$ cat config.mk
export PLATFORM = sky130hd
export DESIGN_NAME = lsu_mem_stage
export DESIGN_NICKNAME = d
export VERILOG_FILES = /design/src/rtl/lsu_pkg.sv /design/src/rtl/lsu_load_align.sv /design/src/rtl/lsu_mem_stage.sv
export SDC_FILE = /design/constraint.sdc
export NUM_CORES = 1
export LEC_CHECK = 0
export BUFFER_PORTS_ARGS = -buffer_cell sky130_fd_sc_hd__buf_2
export CORE_ASPECT_RATIO = 0.7
export CORE_MARGIN = 2
export CORE_UTILIZATION = 40
export CTS_BUF_LIST = sky130_fd_sc_hd__clkbuf_16
export CTS_CLUSTER_SIZE = 20
export DETAILED_ROUTE_END_ITERATION = 8
export PLACE_DENSITY_LB_ADDON = 0.05
export RECOVER_POWER = 25
export SLEW_MARGIN = 20
export SYNTH_ARGS = -nofsm -noshare
export SYNTH_HDL_FRONTEND = slang
export SYNTH_HIERARCHICAL = 1
export SYNTH_SLANG_ARGS = --single-unit
$ cat constraint.sdc
create_clock -name clk -period 4 [get_ports clk]
set_input_delay 0.2 -clock clk [delete_from_list [all_inputs] [get_ports clk]]
set_output_delay 0.2 -clock clk [all_outputs]
set_load 0.01 [all_outputs]
$ cat src/rtl/lsu_pkg.sv
// Shared definitions for the MEM-stage load/store unit: funct3 encodings,
// FSM state type and the access legality check.
package lsu_pkg;

    localparam logic [2:0] F3_B  = 3'b000;
    localparam logic [2:0] F3_H  = 3'b001;
    localparam logic [2:0] F3_W  = 3'b010;
    localparam logic [2:0] F3_BU = 3'b100;
    localparam logic [2:0] F3_HU = 3'b101;

    typedef enum logic [1:0] {
        IDLE = 2'b00,
        BUSY = 2'b01,
        DONE = 2'b10
    } lsu_state_e;

    // Returns 1 when a load/store is present but its size/sign encoding is
    // illegal or the byte address is not naturally aligned for its size.
    function automatic logic lsu_fault(input logic       rd,
                                       input logic       wr,
                                       input logic [2:0] funct3,
                                       input logic [1:0] addr_lo);
        logic bad;
        case (funct3)
            F3_B:    bad = 1'b0;
            F3_H:    bad = addr_lo[0];
            F3_W:    bad = (addr_lo != 2'b00);
            F3_BU:   bad = wr;
            F3_HU:   bad = wr | addr_lo[0];
            default: bad = 1'b1;
        endcase
        return (rd | wr) & bad;
    endfunction

endpackage

$ cat src/rtl/lsu_load_align.sv
// Picks the addressed byte/halfword out of a read word and sign- or
// zero-extends it according to funct3.
module lsu_load_align
    import lsu_pkg::*;
(
    input  logic [31:0] rdata_i,
    input  logic [1:0]  off_i,
    input  logic [2:0]  funct3_i,
    output logic [31:0] data_o
);

    logic [31:0] shifted_s;

    // Shift the addressed lane down to bit 0, then extend by access type.
    always_comb begin
        shifted_s = rdata_i >> {off_i, 3'b000};
        case (funct3_i)
            F3_B:    data_o = {{24{shifted_s[7]}}, shifted_s[7:0]};
            F3_BU:   data_o = {24'h000000, shifted_s[7:0]};
            F3_H:    data_o = {{16{shifted_s[15]}}, shifted_s[15:0]};
            F3_HU:   data_o = {16'h0000, shifted_s[15:0]};
            default: data_o = shifted_s;
        endcase
    end

endmodule

$ cat src/rtl/lsu_mem_stage.sv
// MEM-stage load/store unit: issues one request per memory instruction,
// waits for the memory acknowledge (or a timeout), stalls the pipeline
// meanwhile and registers the extended load result for MEM/WB.
module lsu_mem_stage
    import lsu_pkg::*;
#(
    parameter int TIMEOUT_CYCLES = 64,
    parameter int CNT_W          = 7
) (
    input  logic        clk,
    input  logic        rst,
    input  logic        ex_mem_MemRead_i,
    input  logic        ex_mem_MemWrite_i,
    input  logic [2:0]  ex_mem_funct3_i,
    input  logic [31:0] addr_i,
    input  logic [31:0] wdata_i,
    output logic        dmem_req_o,
    output logic        dmem_we_o,
    output logic [31:0] dmem_addr_o,
    output logic [3:0]  dmem_be_o,
    output logic [31:0] dmem_wdata_o,
    input  logic        dmem_ack_i,
    input  logic [31:0] dmem_rdata_i,
    output logic [31:0] readMem_o,
    output logic        stall_o,
    output logic        fault_o,
    output logic        timeout_o
);

    // Counter value seen in the last BUSY cycle before giving up.
    localparam logic [CNT_W-1:0] CNT_LAST = CNT_W'(TIMEOUT_CYCLES - 1);
    localparam logic [CNT_W-1:0] CNT_ONE  = CNT_W'(1);

    lsu_state_e       state_q, state_d;
    logic [CNT_W-1:0] cnt_q, cnt_d;
    logic             req_q, req_d;
    logic             we_q, we_d;
    logic [31:0]      addr_q, addr_d;
    logic [3:0]       be_q, be_d;
    logic [31:0]      wdata_q, wdata_d;
    logic [2:0]       f3_q, f3_d;
    logic [1:0]       off_q, off_d;
    logic [31:0]      rmem_q, rmem_d;
    logic             to_q, to_d;

    logic             access_s;
    logic             fault_s;
    logic [3:0]       st_be_s;
    logic [31:0]      st_wdata_s;
    logic [31:0]      load_ext_s;
    logic             stall_s;

    assign access_s = ex_mem_MemRead_i | ex_mem_MemWrite_i;
    assign fault_s  = lsu_fault(ex_mem_MemRead_i, ex_mem_MemWrite_i,
                                ex_mem_funct3_i, addr_i[1:0]);

    // Extension is applied to the latched size/offset so it is immune to
    // whatever the stalled pipeline presents on the inputs.
    lsu_load_align u_align (
        .rdata_i  (dmem_rdata_i),
        .off_i    (off_q),
        .funct3_i (f3_q),
        .data_o   (load_ext_s)
    );

    // Byte enables and lane-replicated store data; loads request the whole word.
    always_comb begin
        case (ex_mem_funct3_i)
            F3_B: begin
                st_be_s    = 4'b0001 << addr_i[1:0];
                st_wdata_s = {4{wdata_i[7:0]}};
            end
            F3_H: begin
                st_be_s    = 4'b0011 << addr_i[1:0];
                st_wdata_s = {2{wdata_i[15:0]}};
            end
            default: begin
                st_be_s    = 4'b1111;
                st_wdata_s = wdata_i;
            end
        endcase
        if (!ex_mem_MemWrite_i) begin
            st_be_s    = 4'b1111;
            st_wdata_s = 32'h0000_0000;
        end else begin
            st_be_s    = st_be_s;
            st_wdata_s = st_wdata_s;
        end
    end

    // Next-state logic: issue from IDLE, wait/timeout in BUSY, release in DONE.
    always_comb begin
        state_d = state_q;
        cnt_d   = cnt_q;
        req_d   = req_q;
        we_d    = we_q;
        addr_d  = addr_q;
        be_d    = be_q;
        wdata_d = wdata_q;
        f3_d    = f3_q;
        off_d   = off_q;
        rmem_d  = rmem_q;
        to_d    = 1'b0;
        stall_s = 1'b0;
        case (state_q)
            IDLE: begin
                if (access_s && !fault_s) begin
                    stall_s = 1'b1;
                    state_d = BUSY;
                    req_d   = 1'b1;
                    we_d    = ex_mem_MemWrite_i;
                    addr_d  = {addr_i[31:2], 2'b00};
                    be_d    = st_be_s;
                    wdata_d = st_wdata_s;
                    f3_d    = ex_mem_funct3_i;
                    off_d   = addr_i[1:0];
                    cnt_d   = {CNT_W{1'b0}};
                end else begin
                    stall_s = 1'b0;
                end
            end
            BUSY: begin
                stall_s = 1'b1;
                if (dmem_ack_i) begin
                    req_d   = 1'b0;
                    state_d = DONE;
                    if (!we_q) begin
                        rmem_d = load_ext_s;
                    end else begin
                        rmem_d = rmem_q;
                    end
                end else if (cnt_q == CNT_LAST) begin
                    req_d   = 1'b0;
                    rmem_d  = 32'h0000_0000;
                    to_d    = 1'b1;
                    state_d = DONE;
                end else begin
                    cnt_d = cnt_q + CNT_ONE;
                end
            end
            DONE: begin
                state_d = IDLE;
            end
            default: begin
                state_d = IDLE;
                req_d   = 1'b0;
            end
        endcase
    end

    // State and output registers, cleared asynchronously.
    always_ff @(posedge clk or posedge rst) begin
        if (rst) begin
            state_q <= IDLE;
            cnt_q   <= {CNT_W{1'b0}};
            req_q   <= 1'b0;
            we_q    <= 1'b0;
            addr_q  <= 32'h0000_0000;
            be_q    <= 4'b0000;
            wdata_q <= 32'h0000_0000;
            f3_q    <= 3'b000;
            off_q   <= 2'b00;
            rmem_q  <= 32'h0000_0000;
            to_q    <= 1'b0;
        end else begin
            state_q <= state_d;
            cnt_q   <= cnt_d;
            req_q   <= req_d;
            we_q    <= we_d;
            addr_q  <= addr_d;
            be_q    <= be_d;
            wdata_q <= wdata_d;
            f3_q    <= f3_d;
            off_q   <= off_d;
            rmem_q  <= rmem_d;
            to_q    <= to_d;
        end
    end

    assign dmem_req_o   = req_q;
    assign dmem_we_o    = we_q;
    assign dmem_addr_o  = addr_q;
    assign dmem_be_o    = be_q;
    assign dmem_wdata_o = wdata_q;
    assign readMem_o    = rmem_q;
    assign timeout_o    = to_q;
    assign stall_o      = stall_s;
    assign fault_o      = fault_s;

endmodule

==> impl_metrics.tcl, run 1 <==
set metrics [dict create \
    cts-root-buf "clkbuf_16" \
    path_cells "dlygate4sd3_1, buf_2, clkinvlp_2, buf_4" \
    grt_max_degree 76 \
    startpoint "rst" \
    finalMaxSlewViolations 54 \
    yosys-top-cells-area "dfrtp_1, mux2_2, a22o_1, nand2_1, o21ai_0" \
    avgSynthCellArea_um2 10.66 \
    criticalPathCategory "in -> async" \
    io_pins 209 \
    grt_setup_unrepaired "false" \
    slowest_delay_ns 1.33 \
    grt_overflow 0 \
    port_buffers 206 \
    antenna_found_initial 0 \
    layout-drive-gt1-share_pct 38.23 \
    fin_crit_sh_pct 58.20 \
    hold_violations 0 \
    cpMaxStageDelayCell "clkinvlp_2" \
    netlist_area_um2 5482 \
    cp-end-kind "async pin" \
    wl_per_cell_um 16.22 \
    synth_edf_count 0 \
    synthDistinctLibCells 43 \
    cpLargestDelayFamily "buffers and inverters" \
    path_max_fanout 53 \
    cts_sinks 115 \
    clock_path_buffers 2 \
    post-cts-setup-buffers 0 \
    fp.dieH_um 101.9 \
    synthToLayoutAreaGrowth_pct 30.79 \
    dr_total_vias 4546 \
    r2r_start "off_q[1]$_DFFE_PP0P_" \
    vias_per_cell 5.012 \
    drc_errors 0 \
    max_freq_ghz 0.4296 \
    relSlewSlack_pct -58.96 \
    worstMarginPinSlew_ns 2.371 \
    p_per_area_nw_per_um2 681.4 \
    async_reset_ff_share_pct 100.0 \
    clkTransAtPathRegs_ns 0.06 \
    ys_seq_area_share_pct 52.50 \
    cts-buffers-inserted 17 \
    n_antenna_cell 0 \
    start_kind "input pin" \
    crit_required_ns 4.52 \
    fp-row-count 35 \
    synthCells 514 \
    holdWs_ns 0.02437 \
    grt_pass1_vias 4443 \
    min_path_type "in -> reg" \
    wirelength_mm 14.71 \
    ys_seq_elements 115 \
    drt_iter0_drc 292 \
    cts_tree "yes" \
    crit_buf_inv 4 \
    dieArea_um2 14670 \
    min_from "addr_i[3]" \
    final-setup-viol-count 0 \
    cap_violations 1 \
    core_um2 13270 \
    first_pass_iters 4 \
    synthFlopType "dfrtp_1" \
    status "finished, violations left" \
    synth_top_area_share_pct 52.50 \
    synth_common_cells "dfrtp_1, nand2_1, mux2_2" \
    finClkSkew_ns 0.009070 \
    min_period_ns 2.328 \
    htree_levels 4 \
    die_w_um 143.9 \
    grt_usage_pct 20.16 \
    clk-insertion-delay-late_ns 0.41 \
    grt_first_pass_wirelength_mm 22.88 \
    yosysTopAreaCell "dfrtp_1" \
    antenna_left 0 \
    cts_resized 0 \
    gp_congestion 0.8553 \
    fin_setup_tns_ns 0 \
    ir_drop_mv 0.3810 \
    arrival_ns 2.85 \
    fill_cells 1238 \
    power_leakage_uw 0.003560 \
    violations "capacitance limit, slew limit" \
    yosysMostFrequentCell "dfrtp_1" \
    nets 814 \
    start_util_pct 41.31 \
    place_hpwl_mm 10.43 \
    yosys_warnings 6 \
]
## cell type report
cell class                 instances  area (µm²)  area share (%)
clock buffer                      17       425.4           5.934
clock inverter                    15       160.2           2.234
inverter                           7       27.53          0.3839
multi-input combinational        355        2389           33.32
sequential                       115        2878           40.14
tap                              185       231.5           3.229
timing repair buffer             213        1059           14.76
## worst reg2reg max path: stages, from the launching register on
cell and delay, ns:
dfrtp_1 0.99, a311oi_2 0.24, o211ai_2 0.35, o21ai_0 0.34
a22o_1 0.27
## cell usage in the layout, fill, tap and decap left out, types with 5 or more instances in the layout
master and count:
buf_2 174, dfrtp_1 115, nand2_1 73, mux2_2 51, nor2_1 45, o21ai_0 41
a22o_1 32, clkbuf_1 32, mux2i_1 20, o31ai_1 18, clkbuf_16 17, a211oi_1 14
nor2b_1 9, a21oi_1 9, inv_1 7, nand3_1 6, clkinvlp_4 6, a21o_1 5
buf_4 5
## sequential cells by signal, summed over array words and instances, names as in the netlist
register	count
dmem_req_o	1
f3_q	3
dmem_wdata_o	32
state_q	2
off_q	2
dmem_we_o	1
dmem_be_o	4
readMem_o	32
cnt_q	7
dmem_addr_o	30
timeout_o	1
## cells by family after synthesis
family | count (synthesis) | share of synthesized area, %
muxes | 71 | 14.13
DFF | 115 | 52.50
other | 1 | 0.06841
buffers and inverters | 45 | 4.109
and+or+nand+nor | 147 | 11.48
adders and majority gates | 1 | 0.2282
AOI/OAI and AO/OA | 134 | 17.48
## worst paths after layout
path,end,slack [ns],cells after the start
max,dmem_wdata_o[3]$_DFFE_PP0P_,1.67,4
min,dmem_addr_o[3]$_DFFE_PP0P_,0.02,2
max reg2reg,readMem_o[21]$_DFFE_PP0P_,1.70,4
min reg2reg,dmem_wdata_o[21]$_DFFE_PP0P_,0.48,2
max in group clk,readMem_o[21]$_DFFE_PP0P_,1.70,4
min in group asynchronous,readMem_o[0]$_DFFE_PP0P_,0.97,3
## layer usage
layer  GRT usage, %  wire length [µm]  up-vias
met5              0                 0        -
met4          5.882               120        0
met3          5.530              1272        9
met2          28.90              6175      158
met1          29.93              7145     2157
li1               -                 -     2222
## power breakdown
group | leakage, µW | switching (µW) | internal (µW)
combinational | 0.00184 | 852 | 706
sequential | 0.00145 | 280 | 1570
clock | 0.000271 | 562 | 921
total | 0.00356 | 1690 | 3190
## per-stage QoR
step / util, % / setup WS (ns) / std cells / cell area [µm²] / power [µW]
CTS: 54.32 / 1.548 / 907 / 7208 / 4967
global placement: 49.84 / 1.502 / 874 / 6613 / 3411
finish: 54.03 / 1.672 / 907 / 7169 / 4885
global route: 54.03 / 1.202 / 907 / 7169 / 5203
detailed placement: 49.84 / 1.437 / 874 / 6613 / 3451
floorplan: - / 0.7559 / 515 / 5485 / 2815
## what timing repair did
action                                  4_1_cts  5_1_grt
endpoints found under the setup margin        0        0
hold buffers                                  1        0
hold endpoints to repair                     51        0
Note: power is estimated with default switching activity, not from simulation.
==> run 2: changes to the inputs <==
==> constraint.sdc (replaced) <==
create_clock -name clk -period 2.4 [get_ports clk]
set_input_delay 0.12 -clock clk [delete_from_list [all_inputs] [get_ports clk]]
set_output_delay 0.12 -clock clk [all_outputs]
set_load 0.01 [all_outputs]
==> run 2 against run 1 <==
Compared with the run above: the flow still finishes with violations (capacitance limit, slew limit); via count up 4.9%; count of clock-buffer cells in the layout stayed put; cell area rose by 6.8%; first-iteration DRC count decreased by 19%; sequential power is 65% higher; clock power up 68%.
==> impl_metrics.tcl, run 2 (synthesis gave the netlist of run 1 again) <==
set metrics [dict create \
    clk-insertion-delay-late_ns 0.40 \
    layout_common_cells "buf_2, dfrtp_1, nand2_1" \
    fin_crit_sh_pct 81.16 \
    dr_total_vias 4767 \
    met1_usage_pct 29.43 \
    relSlewSlack_pct -4.929 \
    grt_setup_unrepaired "false" \
    min_path_type "in -> reg" \
    switching_power_uw 2820 \
    clkPwrFrac_pct 30.1 \
    holdWs_ns 0.01244 \
    cts_resized 0 \
    final_area_um2 7657 \
    htree_levels 4 \
    grt_overflow 0 \
    fp.dieH_um 101.9 \
    arrival_ns 2.23 \
    first_pass_iters 4 \
    port_buffers 206 \
    power_leakage_uw 0.003858 \
    clkTransAtPathRegs_ns 0.06 \
    criticalPathCategory "in -> reg" \
    die_w_um 143.9 \
    ir_drop_mv 0.5977 \
    power_frac_seq_pct 36.6 \
    path_cells "dlygate4sd3_1, buf_2, a221o_1, a2111o_2, buf_12, mux2_2" \
    cts-buffers-inserted 17 \
    finalMaxSlewViolations 116 \
    p_per_area_nw_per_um2 1079 \
    clock_path_buffers 2 \
    vias_per_cell 4.997 \
    switching_share_pct 34.13 \
    cp-end-kind "register" \
    cts_tree "yes" \
    cap_violations 1 \
    fp-row-count 35 \
    status "finished, violations left" \
    io_pins 209 \
    n_antenna_cell 0 \
    max_freq_ghz 0.5134 \
    hold_violations 0 \
    grt_first_pass_wirelength_mm 23.90 \
    placed_cell_area_um2 6679 \
    cts_sinks 115 \
    synthToLayoutAreaGrowth_pct 39.69 \
    antenna_left 0 \
    cpMaxStageDelayCell "dlygate4sd3_1" \
    path_max_fanout 98 \
    wirelength_mm 15.28 \
    start_util_pct 41.31 \
    layout_commonest_cell "buf_2" \
    violations "capacitance limit, slew limit" \
    wl_per_cell_um 16.01 \
    grtUsageMet2_pct 31.28 \
    dieArea_um2 14670 \
    slowest_delay_ns 0.54 \
    start_kind "input pin" \
    layout-drive-gt1-share_pct 40.70 \
    fin_setup_tns_ns 0 \
    gp_congestion 0.8716 \
    top_usage_layer "met2" \
    final-setup-viol-count 0 \
    min_period_ns 1.948 \
    nets 861 \
    p_int_uw 5442 \
    cts-root-buf "clkbuf_16" \
    core_um2 13270 \
    pwr-share-comb_pct 33.3 \
    post-cts-setup-buffers 0 \
    crit_required_ns 2.69 \
    finClkSkew_ns 0.007589 \
    fill_cells 1165 \
    drc_errors 0 \
    drt_iter0_drc 237 \
    antenna_found_initial 0 \
    grt_max_degree 116 \
    met3_usage_pct 6.326 \
    place_hpwl_mm 10.21 \
    grt_pass1_vias 4697 \
    worstMarginPinSlew_ns 1.574 \
    grt_usage_pct 20.90 \
]
==> run 2: cell count changes in the layout (fill, tap and decap cells not counted), moves of 2 or more <==
cell	before	now
clkbuf_1	32	1
buf_4	5	11
inv_6	2	4
buf_2	174	205
dlygate4sd3_1	1	41
==> run 2: what timing repair did <==
action                     in CTS  in global routing
setup endpoints to repair       0                  0
hold buffers                   41                  0
hold endpoints to repair      155                  0
==> run 2: final cells by class <==
class,count,area (µm²),area share [%]
Timing Repair Buffer,260,1550,20.25
Clock inverter,15,156.4,2.042
Sequential cell,115,2878,37.58
Multi-Input combinational cell,355,2386,31.16
Inverter,7,30.03,0.3922
Clock buffer,17,425.4,5.556
Tap cell,185,231.5,3.023
==> run 2: final timing paths <==
| check | from | cells after the start | endpoint | slack (ns) |
|---|---|---|---|---|
| setup / recovery | ex_mem_funct3_i[1] | 6 | dmem_addr_o[2]$_DFFE_PP0P_ | 0.45 |
| hold / removal | wdata_i[28] | 3 | dmem_wdata_o[28]$_DFFE_PP0P_ | 0.01 |
| setup reg to reg | cnt_q[0]$_DFFE_PP0P_ | 5 | cnt_q[4]$_DFFE_PP0P_ | 0.47 |
| hold reg to reg | dmem_wdata_o[10]$_DFFE_PP0P_ | 2 | dmem_wdata_o[10]$_DFFE_PP0P_ | 0.48 |
| max in group asynchronous | rst | 4 | cnt_q[0]$_DFFE_PP0P_ | 0.58 |
| min in group asynchronous | rst | 4 | readMem_o[0]$_DFFE_PP0P_ | 0.81 |
==> run 2: power by group through the flow <==
stage / Clock, µW / Sequential (µW) / Combinational [µW]
after floorplan: 0 / 3280 / 1410
after global placement: 0 / 3030 / 2670
after detailed placement: 0 / 3050 / 2720
after CTS: 2540 / 3030 / 2770
after global routing: 2640 / 3120 / 3040
final: 2480 / 3030 / 2750
==> run 2: layer usage <==
| layer | wire [µm] | up-vias |
|---|---|---|
| li1 | - | 2318 |
| met4 | 167 | 0 |
| met5 | 0 | - |
| met2 | 6817 | 150 |
| met1 | 7201 | 2285 |
| met3 | 1091 | 14 |
==> run 2: critical path, delay by kind of cell <==
| kind | cells | cell delay (ns) |
|---|---|---|
| muxes | 1 | 0.33 |
| buffers and inverters | 3 | 0.93 |
| AOI/OAI and AO/OA | 2 | 0.81 |
==> run 2: stage by stage <==
stage                     std cells  total power [µW]  setup WS, ns  util [%]
after global routing            954              8795        0.2506     57.71
final                           954              8262        0.4521     57.71
after CTS                       954              8345        0.4662     57.81
after global placement          881              5698        0.4501     50.33
after floorplan                 515              4691        0.6786         -
after detailed placement        881              5765        0.4086     50.33
